==> src/rtl/switch_io_conditioner_pkg.sv <==
// Shared IO unit types: level-update mode, level FSM states and default level geometry.
package IO_UnitTypes;
  typedef enum logic {DIRECT = 1'b0, STEP = 1'b1} AxLevelMode;
  typedef enum logic {IDLE = 1'b0, HOLDOFF = 1'b1} level_state_e;

  localparam int AX_LEVEL_WIDTH_DEF = 8;
  localparam int LEVEL_SHIFT_DEF    = 2;
endpackage

==> src/rtl/switch_io_conditioner_debouncer.sv <==
// Multi-flop synchronizer followed by a per-channel mismatch-counting debouncer.
module switch_debouncer #(
  parameter int WIDTH           = 8,
  parameter int SYNC_STAGES     = 2,
  parameter int DEBOUNCE_CYCLES = 16
) (
  input  logic             clk,
  input  logic             negResetIn,
  input  logic [WIDTH-1:0] raw,
  output logic [WIDTH-1:0] db
);
  localparam int CW = $clog2(DEBOUNCE_CYCLES + 1);

  logic [SYNC_STAGES-1:0][WIDTH-1:0] sync;

  always_ff @(posedge clk) begin
    if (!negResetIn) begin
      sync <= '0;
    end else begin
      sync[0] <= raw;
      for (int i = 1; i < SYNC_STAGES; i++) sync[i] <= sync[i-1];
    end
  end

  for (genvar g = 0; g < WIDTH; g++) begin : g_ch
    logic [CW-1:0] cnt;
    logic          bit_q;

    // Counter tops out at DEBOUNCE_CYCLES-1, where the bit flips and the count restarts.
    always_ff @(posedge clk) begin
      if (!negResetIn) begin
        cnt   <= '0;
        bit_q <= 1'b0;
      end else if (sync[SYNC_STAGES-1][g] == bit_q) begin
        cnt <= '0;
      end else if (cnt == CW'(DEBOUNCE_CYCLES - 1)) begin
        cnt   <= '0;
        bit_q <= ~bit_q;
      end else begin
        cnt <= cnt + CW'(1);
      end
    end

    assign db[g] = bit_q;
  end
endmodule

==> src/rtl/switch_io_conditioner.sv <==
// Conditions raw gaze/push switches and drives an approximation level with edge lockout.
module switch_io_conditioner
  import IO_UnitTypes::*;
#(
  parameter int SW_WIDTH        = 8,
  parameter int PSW_WIDTH       = 5,
  parameter int AX_LEVEL_WIDTH  = AX_LEVEL_WIDTH_DEF,
  parameter int LEVEL_SHIFT     = LEVEL_SHIFT_DEF,
  parameter int SYNC_STAGES     = 2,
  parameter int DEBOUNCE_CYCLES = 16,
  parameter int HOLDOFF_CYCLES  = 64,
  parameter int STEP_MODE       = 0
) (
  input  logic                      clk,
  input  logic                      negResetIn,
  input  logic [SW_WIDTH-1:0]       swIn,
  input  logic [PSW_WIDTH-1:0]      pswIn,
  output logic [SW_WIDTH-1:0]       gazeOut,
  output logic                      gazeChanged,
  output logic [AX_LEVEL_WIDTH-1:0] axLevelData,
  output logic                      axLevelEn
);
  localparam AxLevelMode MODE = (STEP_MODE != 0) ? STEP : DIRECT;
  localparam int HW = (HOLDOFF_CYCLES > 1) ? $clog2(HOLDOFF_CYCLES) : 1;
  localparam logic [AX_LEVEL_WIDTH-1:0] STEP_SZ = AX_LEVEL_WIDTH'(1) << LEVEL_SHIFT;
  localparam logic [AX_LEVEL_WIDTH-1:0] MAX_AL  = {AX_LEVEL_WIDTH{1'b1}} << LEVEL_SHIFT;

  logic [SW_WIDTH-1:0]       gaze_prev;
  logic [PSW_WIDTH-1:0]      psw_db, psw_prev, rise;
  level_state_e              state, state_n;
  logic [HW-1:0]             hcnt, hcnt_n;
  logic [AX_LEVEL_WIDTH-1:0] level_n, direct_val;
  logic                      en_n, hold_done;

  switch_debouncer #(.WIDTH(SW_WIDTH), .SYNC_STAGES(SYNC_STAGES),
                     .DEBOUNCE_CYCLES(DEBOUNCE_CYCLES)) u_sw_db (
    .clk(clk), .negResetIn(negResetIn), .raw(swIn), .db(gazeOut));

  switch_debouncer #(.WIDTH(PSW_WIDTH), .SYNC_STAGES(SYNC_STAGES),
                     .DEBOUNCE_CYCLES(DEBOUNCE_CYCLES)) u_psw_db (
    .clk(clk), .negResetIn(negResetIn), .raw(pswIn), .db(psw_db));

  assign gazeChanged = (gazeOut != gaze_prev);
  assign rise        = psw_db & ~psw_prev;
  // Upper push switches form the level's high field; bits beyond the level width drop off.
  assign direct_val  = AX_LEVEL_WIDTH'(psw_db >> 1) << LEVEL_SHIFT;
  assign hold_done   = (HOLDOFF_CYCLES <= 1) || (hcnt == HW'(HOLDOFF_CYCLES - 1));

  always_comb begin
    state_n = state;
    hcnt_n  = hcnt;
    level_n = axLevelData;
    en_n    = 1'b0;
    case (state)
      IDLE: begin
        if (MODE == DIRECT) begin
          if (rise[0]) begin
            level_n = direct_val;
            en_n    = 1'b1;
          end
        end else if (rise[1] != rise[2]) begin
          en_n = 1'b1;
          if (rise[1]) level_n = (axLevelData >= MAX_AL - STEP_SZ) ? MAX_AL : axLevelData + STEP_SZ;
          else         level_n = (axLevelData <= STEP_SZ) ? '0 : axLevelData - STEP_SZ;
        end
        if (en_n) begin
          state_n = HOLDOFF;
          hcnt_n  = '0;
        end
      end
      HOLDOFF: begin
        if (hold_done) state_n = IDLE;
        else           hcnt_n  = hcnt + HW'(1);
      end
      default: state_n = IDLE;
    endcase
  end

  always_ff @(posedge clk) begin
    if (!negResetIn) begin
      state       <= IDLE;
      hcnt        <= '0;
      axLevelData <= '0;
      axLevelEn   <= 1'b0;
      psw_prev    <= '0;
      gaze_prev   <= '0;
    end else begin
      state       <= state_n;
      hcnt        <= hcnt_n;
      axLevelData <= level_n;
      axLevelEn   <= en_n;
      psw_prev    <= psw_db;
      gaze_prev   <= gazeOut;
    end
  end
endmodule

==> config.mk <==
export PLATFORM = sky130hd
export DESIGN_NAME = switch_io_conditioner
export DESIGN_NICKNAME = d
export VERILOG_FILES = /design/src/rtl/switch_io_conditioner_pkg.sv /design/src/rtl/switch_io_conditioner_debouncer.sv /design/src/rtl/switch_io_conditioner.sv
export SDC_FILE = /design/constraint.sdc
export NUM_CORES = 1
export LEC_CHECK = 0
export ABC_AREA = 1
export CORE_MARGIN = 3
export CORE_UTILIZATION = 50
export CTS_BUF_LIST = sky130_fd_sc_hd__clkbuf_8
export DETAILED_ROUTE_END_ITERATION = 8
export PLACE_DENSITY = 0.69
export SETUP_SLACK_MARGIN = 0.4
export SLEW_MARGIN = 30
export SYNTH_ARGS = -nofsm -noshare
export SYNTH_HDL_FRONTEND = slang
export SYNTH_SLANG_ARGS = --single-unit
==> constraint.sdc <==
create_clock -name clk -period 1.83 [get_ports clk]
set_clock_uncertainty 0.15 [all_clocks]
set_input_delay 0.366 -clock clk [delete_from_list [all_inputs] [get_ports clk]]
set_output_delay 0.366 -clock clk [all_outputs]
set_load 0.005 [all_outputs]
==> qor.csv <==
stage;metric;value;unit
global_routing;largest net degree at the start of global routing;50;
setup_path;Worst path slowest cell;dfxtp_2;
placed_design;port bufs;28;
setup_path;R2R cell count;8;
logic_synthesis;Post-Syn Area;4877;um2
logic_synthesis;Synth Warn #;0;
setup_path;Setup crit start;u_sw_db.g_ch[1].bit_q$_SDFFE_PN0P_;
pwr;Switch Pwr;1.180;mW
finish;multi-input combinational cell area;2407;um2
clock_tree;CTS H-tree lvls;4;
logic_synthesis;Mapped Cells;573;
routing;DR pass1 iterations;4;
logic_synthesis;Synth area leaders;dfxtp_1 (51%), nor2_1 (7.5%), inv_1 (7.1%);
pwr;Leak;2.694;nW
run_status;status;complete, but fails checks;
routing;Routed Antenna Nets;0;
die;FP Rows;35;
finish;most frequent cells in the layout;dfxtp_1 (83), inv_1 (79), nor2_1 (79);
timing;Hold Fails Final Rpt;0;
timing;RSZ-0062 raised after global routing;yes;
finish;design area;6624;um2
setup_path;CP Capture Point;gazeChanged;
logic_synthesis;flops & latches, synth;125;
routing;drt via density;4.854;
finish;post-synthesis to final-layout area growth;35.81;%
routing;DRT Wirelength;9.406;mm
timing;minimum clock period;1.846;ns
setup_path;worst r2r dst;u_sw_db.g_ch[1].cnt[2]$_SDFF_PP0_;
setup_path;CP peak stage delay;0.33;ns
clock_tree;Sinks on Clock Net;125;
logic_synthesis;largest area contributor in the netlist;dfxtp_1;
logic_synthesis;Seq/Total Area, Yosys;0.5131;
placed_design;Detail Placement HPWL;5.439;mm
global_routing;remaining global-route overflow;0;
die;Starting Density;0.5204;
setup_path;critical path's top delay family;simple AND/OR/NAND/NOR gates;
die;chip width;104.8;um
run_status;failing checks;negative setup slack;
setup_path;R2R Path Start;u_sw_db.g_ch[1].cnt[0]$_SDFF_PP0_;
setup_path;Buf/Inv on CP;1;
global_routing;vias in the first global route;3649;
timing;final setup vio count;1;
finish;register area;2575;um2
finish;leading cell type in the layout, fill and taps excluded;dfxtp_1;
setup_path;critical path class;flip-flop to output port;
logic_synthesis;Post-Syn Area per Cell;8.512;um2
global_routing;first-pass GRT wire length;15.00;mm
die;Die Span Y;104.8;um
die;die area;10980;um2
finish;share of layout cells above drive strength 1;0.3791;
logic_synthesis;Yosys top cell area share;0.5131;
clock_tree;clk buf depth;2;
placed_design;area post-placement;5285;um2
setup_path;r2r setup slk;0.25;ns
pwr;Total Power;5.383;mW
pwr;Comb pwr share;0.028;
routing;# DRC;0;
routing;1st-iter DRT viols;95;
clock_tree;cts bufs inserted;17;
die;# IOs;33;
hold_path;Hold Path Class;flip-flop to flip-flop;
finish;Final #Nets;700;
finish;fill count;717;
setup_path;arrival time at the worst endpoint;1.33;ns
pwr;cell-internal power;4.203;mW
setup_path;CP Max Fanout;2;
timing;Max Slew Vio Count;0;
clock_tree;Clock Pin Slew Worst Setup and Hold Paths;0.08;ns
finish;diode count;0;
pwr;power per standard cell area;812.7;nW/um2
pwr;Reg power frac;0.515;
clock_tree;CTS hold repair buffers;0;
die;core area;9371;um2
pwr;Clk pwr share;0.457;
setup_path;CP Depth;4;
timing;highest clock rate;541.8;MHz
timing;Fin Setup TNS;-0.01559;ns
timing;worst setup margin;-0.01559;ns
clock_tree;clock latency on the worst-skew pair;0.41;ns
setup_path;data required time at the worst endpoint;1.31;ns
clock_tree;root buffer cell;clkbuf_8;
global_routing;Tot GR Track Use;0.1659;
placed_design;GP Congestion;0.7162;
flow_run;maxcap violations;0;
global_routing;initial antenna violation count;0;
routing;drt wl/cell;11.77;um
logic_synthesis;library cells used by synthesis;27;
timing;Tcrit/Tclk final;1.009;
setup_path;Worst Setup End Kind;output port;
setup_path;cell breakdown of the critical path;or2_4 > a21oi_2 > nand4_1 > buf_2;
pwr;switch share;0.2192;
routing;vias;3878;
setup_path;Critical Path Start Type;flip-flop;
clock_tree;TritonCTS clock tree;built;
pwr;Peak VDD IR;0.5718;mV
==> flip-flops by register name, indices dropped and copies added, names as in the netlist <==
name,flops
axLevelData,4
axLevelEn,1
gaze_prev,8
hcnt,6
psw_prev,1
state,1
u_psw_db.g_ch.bit_q,5
u_psw_db.g_ch.cnt,25
u_psw_db.sync,10
u_sw_db.g_ch.bit_q,8
u_sw_db.g_ch.cnt,40
u_sw_db.sync,16
==> power groups by stage <==
stage / Combinational (mW) / Clock, mW / Sequential [mW]
after floorplan: 0.0797 / 0 / 2.84
after global placement: 0.120 / 0 / 2.84
after detailed placement: 0.121 / 0 / 2.84
after CTS: 0.143 / 2.51 / 2.78
after global routing: 0.172 / 2.64 / 2.78
final: 0.152 / 2.46 / 2.77
==> area by class of cell <==
cell class                 count  area share
clock inverter                13     0.02512
sequential                   125      0.3887
clock buffer                  18     0.03740
timing repair buffer          83      0.1082
tap                          129     0.02437
inverter                      93     0.05270
multi-input combinational    338      0.3634
==> Yosys cell counts <==
cell type and n:
nor3b_1 5, xnor2_1 6, o211ai_2 8, buf_6 1
nand2_1 78, buf_2 2, nand3_1 26, clkbuf_1 5
nor2_2 1, nand4_1 15, inv_1 92, or2_2 2
nor3b_2 8, nor2_1 97, o211ai_1 6, buf_4 12
conb_1 1, xor2_1 1, o21bai_1 1, o21bai_2 1
a21oi_2 8, and2_1 1, ha_1 27, a21oi_1 29
dfxtp_1 125, o21ai_0 14, inv_2 1
==> per-layer routing <==
layer  global-route usage  wire length (um)  part of all wire  vias up
li1                     -                 -                 -     1988
met1               0.1770              3835              0.41     1815
met2               0.3025              5129              0.55       61
met3              0.04880               291             0.031       14
met4              0.07029               150             0.016        0
met5                    0                 0                 0        -
==> per-stage QoR <==
step,setup WS [ns],hold slack (ns),std cells,util
2_1_floorplan,0.4255,0.2405,576,-
6_report,-0.01559,0.2607,799,0.7068
3_5_place_dp,0.01814,0.2491,725,0.5640
5_1_grt,-0.1015,0.2795,799,0.7068
3_3_place_gp,0.009977,0.2431,725,0.5640
4_1_cts,-0.06375,0.2624,788,0.6630
==> logic make-up (layout without fill, tap and decap cells) <==
| family | after synthesis | in the layout | synth area share |
|---|---|---|---|
| xor gates and xnor gates | 7 | 7 | 0.01257 |
| AOI/OAI and AO/OA | 67 | 67 | 0.09210 |
| other | 1 | 4 | 0.0007689 |
| buffers and inverters | 113 | 207 | 0.09826 |
| DFF | 125 | 125 | 0.5131 |
| adders and majority gates | 27 | 27 | 0.06927 |
| and+or+nand+nor | 233 | 233 | 0.2140 |
==> worst min-delay path: cells and delay by family (launching register included) <==
kind / cells / cell delay [ns]
AND/OR/NAND/NOR: 1 / 0.04
buffers and inverters: 1 / 0.04
flip-flops: 1 / 0.31
==> how the worst min path moves through the flow <==
stage                                      from                           to  slack (ns)  cells past startpoint
floorplan           u_psw_db.sync[0]$_SDFF_PN0_  u_psw_db.sync[5]$_SDFF_PN0_        0.24                      2
global placement     u_sw_db.sync[1]$_SDFF_PN0_   u_sw_db.sync[9]$_SDFF_PN0_        0.24                      2
detailed placement  u_psw_db.sync[3]$_SDFF_PN0_  u_psw_db.sync[8]$_SDFF_PN0_        0.25                      2
CTS                 u_psw_db.sync[4]$_SDFF_PN0_  u_psw_db.sync[9]$_SDFF_PN0_        0.26                      2
global route        u_psw_db.sync[1]$_SDFF_PN0_  u_psw_db.sync[6]$_SDFF_PN0_        0.28                      2
finish              u_psw_db.sync[4]$_SDFF_PN0_  u_psw_db.sync[9]$_SDFF_PN0_        0.26                      2
==> what timing repair did <==
action,CTS,global route
endpoints found under the setup margin,73,85
gates resized for setup,162,86
pin swaps,37,40
buffers inserted,32,11
No activity file was read; power rests on OpenSTA's default activity.
